`config.mk`:
```
export PLATFORM = sky130hd
export DESIGN_NAME = seq_restoring_divider
export DESIGN_NICKNAME = d
export VERILOG_FILES = /design/src/rtl/div_pkg.sv /design/src/rtl/div_sub_stage.sv /design/src/rtl/fa.sv /design/src/rtl/ha.sv /design/src/rtl/seq_restoring_divider.sv
export SDC_FILE = /design/constraint.sdc
export NUM_CORES = 1
export LEC_CHECK = 0
export CAP_MARGIN = 20
export CORE_MARGIN = 4
export CORE_UTILIZATION = 55
export DETAILED_ROUTE_END_ITERATION = 6
export PLACE_DENSITY_LB_ADDON = 0.12
export SYNTH_ARGS = -nofsm -noshare
export SYNTH_HDL_FRONTEND = slang
export SYNTH_SLANG_ARGS = --single-unit
```
`constraint.sdc`:
```
create_clock -name clk -period 41.2 [get_ports clk]
set_clock_uncertainty 0.2 [all_clocks]
set_input_delay 8.24 -clock clk [delete_from_list [all_inputs] [get_ports clk]]
set_output_delay 8.24 -clock clk [all_outputs]
set_load 0.1 [all_outputs]
```
`src/rtl/div_pkg.sv`:
```
`default_nettype none
// ============================================================================
// Module  : div_pkg
// Purpose : Shared types and constants for the sequential restoring divider.
//           Holds the FSM state encoding, the default operand width and a
//           helper that sizes the iteration counter.
// Ports   : none (package)
// Revision: 1.0  initial release
// ============================================================================
package div_pkg;

    localparam int DIV_WIDTH_DEFAULT = 32;

    typedef enum logic [1:0] {
        IDLE = 2'd0,
        RUN  = 2'd1,
        FIN  = 2'd2
    } div_state_t;

    // Counter counts WIDTH-1 down to 0, so $clog2(WIDTH) bits suffice.
    function automatic int div_cnt_width(input int width);
        return (width < 2) ? 1 : $clog2(width);
    endfunction

endpackage : div_pkg
`default_nettype wire

```
`src/rtl/div_sub_stage.sv`:
```
`default_nettype none
// ============================================================================
// Module  : div_sub_stage
// Purpose : Combinational (WIDTH+1)-bit trial subtract, minuend - subtrahend,
//           built as a ripple chain of full-adder cells (add of complement,
//           carry in = 1).
// Ports   : minuend    (in)  WIDTH+1 bits
//           subtrahend (in)  WIDTH+1 bits
//           diff       (out) WIDTH+1 bits, modulo difference
//           borrow     (out) 1 when minuend < subtrahend (unsigned)
// Revision: 1.0  initial release
// ============================================================================
module div_sub_stage #(
    parameter int WIDTH = 32
) (
    input  logic [WIDTH:0] minuend,
    input  logic [WIDTH:0] subtrahend,
    output logic [WIDTH:0] diff,
    output logic           borrow
);
    logic [WIDTH+1:0] w_carry;
    logic [WIDTH:0]   w_sub_n;

    assign w_sub_n    = ~subtrahend;
    assign w_carry[0] = 1'b1;

    generate
        for (genvar i = 0; i <= WIDTH; i++) begin : g_bit
            fa u_fa (
                .a   (minuend[i]),
                .b   (w_sub_n[i]),
                .cin (w_carry[i]),
                .s   (diff[i]),
                .cout(w_carry[i+1])
            );
        end
    endgenerate

    // No carry out of an add-of-complement means the subtract borrowed.
    assign borrow = ~w_carry[WIDTH+1];
endmodule : div_sub_stage
`default_nettype wire

```
`src/rtl/fa.sv`:
```
`default_nettype none
// ============================================================================
// Module  : fa
// Purpose : Full-adder cell composed of two half-adder cells.
// Ports   : a, b, cin (in)  addend bits and carry in
//           s         (out) sum bit
//           cout      (out) carry out
// Revision: 1.0  initial release
// ============================================================================
module fa (
    input  logic a,
    input  logic b,
    input  logic cin,
    output logic s,
    output logic cout
);
    logic w_s0;
    logic w_c0;
    logic w_c1;

    ha u_ha0 (.a(a),    .b(b),   .s(w_s0), .c(w_c0));
    ha u_ha1 (.a(w_s0), .b(cin), .s(s),    .c(w_c1));

    assign cout = w_c0 | w_c1;
endmodule : fa
`default_nettype wire

```
`src/rtl/ha.sv`:
```
`default_nettype none
// ============================================================================
// Module  : ha
// Purpose : Half-adder cell.
// Ports   : a, b (in)  addend bits
//           s    (out) sum bit
//           c    (out) carry bit
// Revision: 1.0  initial release
// ============================================================================
module ha (
    input  logic a,
    input  logic b,
    output logic s,
    output logic c
);
    assign s = a ^ b;
    assign c = a & b;
endmodule : ha
`default_nettype wire

```
`src/rtl/seq_restoring_divider.sv`:
```
`default_nettype none
// ============================================================================
// Module  : seq_restoring_divider
// Purpose : Iterative restoring divider, one quotient bit per clock, with a
//           start/busy/done handshake. Results are registered and only
//           change in the cycle done pulses.
// Ports   : clk       (in)  rising-edge clock
//           rst_n     (in)  synchronous active-low reset
//           start     (in)  launch request, accepted only in IDLE
//           dividend  (in)  WIDTH numerator
//           divisor   (in)  WIDTH denominator
//           busy      (out) operation in progress
//           done      (out) one-cycle result-valid pulse
//           quotient  (out) WIDTH result
//           remainder (out) WIDTH result
//           div_zero  (out) last division had divisor == 0
// Config  : DIVIDER_SIGNED_EN - two's complement operands, truncating
//           toward zero; remainder carries the dividend's sign.
// Revision: 1.0  initial release
// ============================================================================
module seq_restoring_divider
    import div_pkg::*;
#(
    parameter int WIDTH = DIV_WIDTH_DEFAULT
) (
    input  logic             clk,
    input  logic             rst_n,
    input  logic             start,
    input  logic [WIDTH-1:0] dividend,
    input  logic [WIDTH-1:0] divisor,
    output logic             busy,
    output logic             done,
    output logic [WIDTH-1:0] quotient,
    output logic [WIDTH-1:0] remainder,
    output logic             div_zero
);
    localparam int                 c_cnt_w    = div_cnt_width(WIDTH);
    localparam logic [c_cnt_w-1:0] c_cnt_init = c_cnt_w'(WIDTH - 1);
    localparam logic [c_cnt_w-1:0] c_cnt_one  = c_cnt_w'(1);

    div_state_t         r_state;
    div_state_t         w_next_state;

    logic [WIDTH:0]     r_acc;
    logic [WIDTH-1:0]   r_q;
    logic [WIDTH-1:0]   r_d;
    logic [c_cnt_w-1:0] r_cnt;
    logic               r_zero;

    logic               r_done;
    logic [WIDTH-1:0]   r_quotient;
    logic [WIDTH-1:0]   r_remainder;
    logic               r_div_zero;

    logic               w_accept;
    logic               w_divisor_zero;
    logic [WIDTH-1:0]   w_dvd_mag;
    logic [WIDTH-1:0]   w_dvs_mag;
    logic [WIDTH-1:0]   w_q_load;
    logic [WIDTH:0]     w_a_shift;
    logic [WIDTH:0]     w_diff;
    logic               w_borrow;
    logic [WIDTH-1:0]   w_q_final;
    logic [WIDTH-1:0]   w_r_final;
    logic               w_unused_acc_msb;

    // A start arriving alongside the done pulse is dropped.
    assign w_accept       = (r_state == IDLE) && start && !r_done;
    assign w_divisor_zero = (divisor == '0);

`ifdef DIVIDER_SIGNED_EN
    logic r_q_neg;
    logic r_r_neg;

    assign w_dvd_mag = dividend[WIDTH-1] ? -dividend : dividend;
    assign w_dvs_mag = divisor[WIDTH-1]  ? -divisor  : divisor;
    assign w_q_final = r_q_neg ? -r_q : r_q;
    assign w_r_final = r_r_neg ? -r_acc[WIDTH-1:0] : r_acc[WIDTH-1:0];
`else
    assign w_dvd_mag = dividend;
    assign w_dvs_mag = divisor;
    assign w_q_final = r_q;
    assign w_r_final = r_acc[WIDTH-1:0];
`endif

    // Divide-by-zero skips RUN and reports the dividend untouched, so the raw
    // value is parked in Q instead of its magnitude.
    assign w_q_load = w_divisor_zero ? dividend : w_dvd_mag;

    // After every restore step A < D, so A's top bit is always zero and the
    // shifted partial remainder still fits in WIDTH+1 bits.
    assign w_a_shift        = {r_acc[WIDTH-1:0], r_q[WIDTH-1]};
    assign w_unused_acc_msb = r_acc[WIDTH];

    div_sub_stage #(.WIDTH(WIDTH)) u_sub (
        .minuend   (w_a_shift),
        .subtrahend({1'b0, r_d}),
        .diff      (w_diff),
        .borrow    (w_borrow)
    );

    always_ff @(posedge clk) begin
        if (!rst_n) begin
            r_state <= IDLE;
        end else begin
            r_state <= w_next_state;
        end
    end

    always_comb begin
        w_next_state = r_state;
        case (r_state)
            IDLE: begin
                if (w_accept) begin
                    w_next_state = w_divisor_zero ? FIN : RUN;
                end
            end
            RUN: begin
                if (r_cnt == '0) begin
                    w_next_state = FIN;
                end
            end
            FIN:     w_next_state = IDLE;
            default: w_next_state = IDLE;
        endcase
    end

    always_ff @(posedge clk) begin
        if (!rst_n) begin
            r_acc       <= '0;
            r_q         <= '0;
            r_d         <= '0;
            r_cnt       <= '0;
            r_zero      <= 1'b0;
            r_done      <= 1'b0;
            r_quotient  <= '0;
            r_remainder <= '0;
            r_div_zero  <= 1'b0;
`ifdef DIVIDER_SIGNED_EN
            r_q_neg     <= 1'b0;
            r_r_neg     <= 1'b0;
`endif
        end else begin
            r_done <= 1'b0;
            case (r_state)
                IDLE: begin
                    if (w_accept) begin
                        r_acc  <= '0;
                        r_q    <= w_q_load;
                        r_d    <= w_dvs_mag;
                        r_cnt  <= c_cnt_init;
                        r_zero <= w_divisor_zero;
`ifdef DIVIDER_SIGNED_EN
                        r_q_neg <= dividend[WIDTH-1] ^ divisor[WIDTH-1];
                        r_r_neg <= dividend[WIDTH-1];
`endif
                    end
                end
                RUN: begin
                    r_cnt <= r_cnt - c_cnt_one;
                    r_acc <= w_borrow ? w_a_shift : w_diff;
                    r_q   <= {r_q[WIDTH-2:0], ~w_borrow};
                end
                FIN: begin
                    r_done     <= 1'b1;
                    r_div_zero <= r_zero;
                    if (r_zero) begin
                        r_quotient  <= '1;
                        r_remainder <= r_q;
                    end else begin
                        r_quotient  <= w_q_final;
                        r_remainder <= w_r_final;
                    end
                end
                default: ;
            endcase
        end
    end

    assign busy      = (r_state != IDLE);
    assign done      = r_done;
    assign quotient  = r_quotient;
    assign remainder = r_remainder;
    assign div_zero  = r_div_zero;

endmodule : seq_restoring_divider
`default_nettype wire
```
==> metrics.md <==
| Metric | Value |
|---|---|
| Multi-input gate area in the final layout | `3760 um^2` |
| GRT Total Usage | `0.243` |
| Endpoint type of the worst setup path | `register` |
| Post-CTS sizing | `0` |
| FMAX | `0.0668 GHz` |
| Starting utilization of the core area | `0.570` |
| Register clock-pin slew on the reported worst setup and hold paths | `0.06 ns` |
| First DRT Iteration DRCs | `657` |
| Critical Path Start Type | `register` |
| Synthesized cell area | `7640 um^2` |
| Syn avg cell area | `8.10 um^2` |
| Sink Count | `170` |
| Final estimated routing congestion in global placement | `0.793` |
| Status | `finished, final reports clean` |
| Clock period minus worst slack | `14.97 ns` |
| Final worst hold slack | `0.259 ns` |
| Rows | `42` |
| Met1 wire length | `8.79 mm` |
| Worst-Skew Late Latency | `0.43 ns` |
| Finished Core Util | `0.712` |
| Synthesis-stage register bit count | `170` |
| Setup TNS Final | `0 ns` |
| Cells on worst reg2reg path | `39` |
| Number of fill cells | `1,102` |
| Worst endpoint data arrival time | `15.04 ns` |
| Full die area | `15,800 um^2` |
| Final hold violations | `0` |
| Hold path startpoint | `div_zero` |
| Count of inserted antenna diode cells | `0` |
| Total design power | `0.572 mW` |
| Cell repeated most along the worst path | `fa_1` |
| Worst reg-to-reg setup slack | `26.23 ns` |
| Portion of the clock cycle consumed by the worst path in the final layout | `0.363` |
| Startpoint of the lowest-slack register-to-register path | `r_q[31]` |
| Uppermost layer routed | `met4` |
| Number of endpoints failing setup at the final stage | `0` |
| Slowest stage delay, CP | `0.45 ns` |
| Worst Hold Path Cells | `2` |
| Instance area at placement | `8920 um^2` |
| Hold Path Sink | `div_zero` |
| CTS tree | `done` |
| Post-Route WL | `19.7 mm` |
| IR drop worst, VDD | `50.1 uV` |
| Unrepaired setup endpoints after global routing | `false` |
| Placed Cells | `1,181` |
| Synth Warn # | `0` |
| Bufs on Longest Clock Path | `2` |
| Total area of sequential cells | `3410 um^2` |
| Detailed-routed wire length on met3 | `1.42 mm` |
| Kind of critical path | `reg2reg` |
| Slowest cell on the critical path | `fa_1` |
| Non-filler instance count after layout | `1,215` |
| Estimated wirelength of the detail-placed design | `13.0 mm` |
| Average wire length per cell after detail routing | `16.2 um` |
| Largest net degree at the start of global routing | `97` |
| Cells after Synth | `943` |
| Pre-antenna DRT Iters | `4` |
| Post-route cell area | `9540 um^2` |
| DRC | `0` |
| Setup Buffers After CTS | `0` |
| Worst relative slew slack | `0.300` |
| Crit-path max FO | `59` |
| Areal power density over the cells | `59.9 nW/um^2` |
| Number of max-slew violations in the final report | `0` |
| Tightest Hold Check Type | `reg2reg` |
| EDFF count, synth | `0` |
| Fin nets | `1,127` |
| Async S/R FF share, synth | `0` |
| Final setup margin | `26.23 ns` |
| Die W | `126 um` |
| R2R Path End | `r_acc[12]` |
| Post-synthesis to final-layout area growth | `25.0%` |
| Grt ovf | `0` |
| Core region area | `13,400 um^2` |
| Routed vias/inst | `5.66` |
| Transition time at the pin with the least slew margin | `1.05 ns` |
| Most common library cell in the layout ignoring fill and taps | `nand2_1` |
| Number of library cell types mapped by synthesis | `38` |
| Routed length on met2 | `8.98 mm` |
| Via count | `6,874` |
| CTS hold repair buffers | `0` |
| IO Port Bufs | `133` |
| I/O pins | `134` |
| Number of buffers created by CTS | `17` |
| Required time at the worst-slack endpoint | `41.28 ns` |
| Post-place setup slack | `25.71 ns` |
| Cell at the root of the clock tree | `clkbuf_16` |
| Overall die height | `126 um` |
| Standby leakage power | `3.30 nW` |
| Synth Net Count | `1,044` |
| Post-route antenna net violation count | `0` |
| Sequential area share after synthesis | `0.446` |
| Antenna violations before repair | `0` |
| Wire length of the first global-routing pass | `31.5 mm` |
| CTS H-Tree Depth | `4` |
| Most used cells in the layout excluding fill and tap cells | `225 x nand2_1, 169 x dfxtp_1, 133 x clkdlybuf4s50_1` |
| Via count of the first global-routing pass | `6,239` |
| Max-capacitance violation count | `0` |
| Fraction of final layout cells with drive strength greater than 1 | `0.0481` |
| Commonest register cell after synthesis | `dfxtp_1` |
## synth_stat cells, types with 3 or more instances
library cell,n,share of area
clkbuf_1,39,0.019
a311oi_1,32,0.037
mux2i_1,3,0.0039
nand2b_1,3,0.0025
inv_1,36,0.018
nor2_1,101,0.050
buf_2,27,0.018
fa_1,31,0.081
nor4_1,8,0.0066
o211ai_1,61,0.060
nor3_1,65,0.043
dfxtp_1,170,0.45
o21ai_0,31,0.020
buf_1,5,0.0025
a21oi_1,70,0.046
buf_4,8,0.0079
ha_1,3,0.0049
nand2_1,225,0.11
## report_power, final
part | switching [mW] | internal [mW]
logic | 0.137 | 0.0759
clock network | 0.0627 | 0.0943
registers | 0.0172 | 0.185
total | 0.217 | 0.355
## how the worst max path moves through the flow
stage / from / endpoint / slack (ns) / cells after the start
floorplan: r_q[31] / r_acc[23] / 26.71 / 40
global placement: r_q[31] / r_acc[12] / 25.97 / 38
detailed placement: r_q[31] / r_acc[12] / 25.71 / 38
CTS: r_q[31] / r_acc[12] / 25.68 / 38
global route: r_q[31] / r_acc[22] / 25.56 / 39
finish: r_q[31] / r_acc[12] / 26.23 / 39
## critical path, delay by kind of cell (launching register included)
family / cells / cell delay, ns
adder cells (fa/ha/maj): 32 / 13.26
AO/OA/AOI/OAI: 2 / 0.20
buffers and inverters: 3 / 0.42
AND/OR/NAND/NOR: 2 / 0.29
flip-flops: 1 / 0.41
## flip-flops by register name (all words and copies together), names as in the netlist
name / flops
r_zero: 1
remainder: 32
r_q: 32
div_zero: 1
r_acc: 32
r_d: 32
r_state: 2
r_cnt: 5
done: 1
quotient: 32
## layout make-up
| class | count | area share |
|---|---|---|
| inverter | 37 | 0.0148 |
| tap | 176 | 0.0231 |
| clock inverter | 7 | 0.00629 |
| multi-input combinational | 657 | 0.394 |
| clock buffer | 25 | 0.0552 |
| sequential | 170 | 0.357 |
| timing repair buffer | 143 | 0.149 |
## layer usage
| metal | track usage | vias to the layer above |
|---|---|---|
| li1 | - | 3363 |
| met1 | 0.341 | 3208 |
| met2 | 0.373 | 267 |
| met3 | 0.0593 | 36 |
| met4 | 0.0782 | 0 |
| met5 | 0 | - |
## kinds of logic after synthesis
family	count (synthesis)	share of synthesized area
xor gates and xnor gates	1	0.00115
adders and majority gates	34	0.0862
buffers and inverters	116	0.0654
muxes	3	0.00393
and+or+nand+nor	414	0.222
AOI/OAI and AO/OA	205	0.175
DFF	170	0.446
(Power assumes the default switching activity.)
==> patch: new RTL, same settings <==
Add a define of `DIVIDER_SIGNED_EN`.
--- a/src/rtl/seq_restoring_divider.sv
+++ b/src/rtl/seq_restoring_divider.sv
@@ -20,2 +20,4 @@
 // ============================================================================
+`define DIVIDER_SIGNED_EN
+
 module seq_restoring_divider
Check against the original RTL: same outputs for any inputs over 10 cycles, from zero or initial values and one cycle with rst_n low; that may be too few to reach the edited logic, so the function may still have changed.
==> patch against the unedited design <==
Sequential cell count up 2. Cell area grew 29%. Synthesized area grew 36%. Setup slack better by 1.1 ns. Non-clock buffer count rose by 5. Final cell count increased by 32%. Total power decreased by 22%. Wire length up 54%. Critical path type unchanged. Critical endpoint is now r_acc[13].
==> patch: results (changes against the unedited design) <==
[status]
status=finished clean

[drt]
drtPass1Iterations=6  ; +2
dr_total_vias=10022  ; +46%
wl_um=30340  ; +54%
dr.first_iter.drc_count=926  ; +41%

[global_routing]
gr-usage-met2=0.4197  ; +0.04716
grt_util_met1=0.3963  ; +0.05543
grtUsageTotal=0.2753  ; +0.03229
grt_pass1_wl_um=48020  ; +52%
grt_max_degree=93  ; -4.1%
grt_pass1_vias=9022  ; +45%

[finish]
fillCellCount=1599  ; +45%
nNetsFinal=1473  ; +31%
drive_gt1_frac=0.05652  ; +0.008399

[worst_setup_path]
reg2reg_slack_ns=27.30  ; +1.07 ns
crit_path_max_fanout=29  ; -51%
arrival_ns=14.05  ; -0.99 ns
reg2reg_to=r_acc[13]
cpPeakStageDelay_ns=0.42  ; -0.03 ns
r2r_cells=43  ; +10%

[power_and_ir_drop]
ir_worst_vdd_mv=0.03121  ; -38%
leakagePower_uw=0.004267  ; +29%

[placed_design]
place_congestion=0.9142  ; +15%
dp.cells=1578  ; +34%
dp_hpwl_um=21290  ; +64%

[synth]
synthXorXnorAreaFrac=0.08267  ; +0.08152
ys_top_cells_by_area=dfxtp_1 33%, fa_1 6.0%, a21oi_1 5.9%, xor2_1 5.5%, nand2_1 5.0%
synth_commonest_cells=172 x dfxtp_1, 138 x nand2_1, 123 x a21oi_1
yosys.area_share.adder=0.06821  ; -0.01796
synth_compound_area_frac=0.2461  ; +0.07062
synth.mux.area_fraction=0.005785  ; +0.001853
syn_nets=1407  ; +35%
synth.distinct_cells=63  ; +66%
synth-seq-area-share=0.3316  ; -0.1140
synthCells=1302  ; +38%

[clocking]
clkLatencyLatePin_ns=0.44
cts_resized=0  ; unchanged

[sta]
worst_slew_pin_slew_ns=1.084  ; +0.03751 ns

-- patch: per-stage QoR --
step	hold WS (ns)	total power (uW)	setup slack (ns)	cell area, sq um
floorplan	0.2406	256.1	28.15	10380
global placement	0.2433	285.7	27.72	11730
detailed placement	0.2454	287.2	27.41	11730
CTS	0.2542	447.0	27.37	12310
global route	0.2867	465.7	26.81	12310
finish	0.2525	447.0	27.30	12310
-- patch: cell families after synthesis --
| kind of cell | after synthesis |
|---|---|
| adder cells (fa/ha/maj) | 38 |
| AO/OA/AOI/OAI | 402 |
| XOR/XNOR | 98 |
| flip-flops | 172 |
| multiplexers | 6 |
| buffers and inverters | 153 |
| AND/OR/NAND/NOR | 433 |
-- patch: worst min path at each step --
stage	startpoint	to	slack, ns
2_1_floorplan	r_d[0]	r_d[0]	0.24
5_1_grt	remainder[5]	remainder[5]	0.29
4_1_cts	remainder[3]	remainder[3]	0.25
6_report	remainder[3]	remainder[3]	0.25
3_5_place_dp	remainder[3]	remainder[3]	0.25
3_3_place_gp	remainder[7]	remainder[7]	0.24
-- patch: power by group --
part	internal, uW	switching (uW)
Combinational	35.9	60.6
Clock	91.3	69.8
Sequential	175	14.1
-- patch: metal layers --
layer	part of all wire	vias to the layer above
li1	-	4815
met1	0.44	4692
met2	0.45	457
met4	0.022	0
met5	0	-
met3	0.088	58
-- patch: cell type report --
class,count,area share
well taps,229,0.02328
multi-input cells,977,0.5168
inverters,52,0.01596
clock inverters,12,0.01118
flip-flops and latches,172,0.2798
repair buffers,148,0.1169
clock buffers,19,0.03599
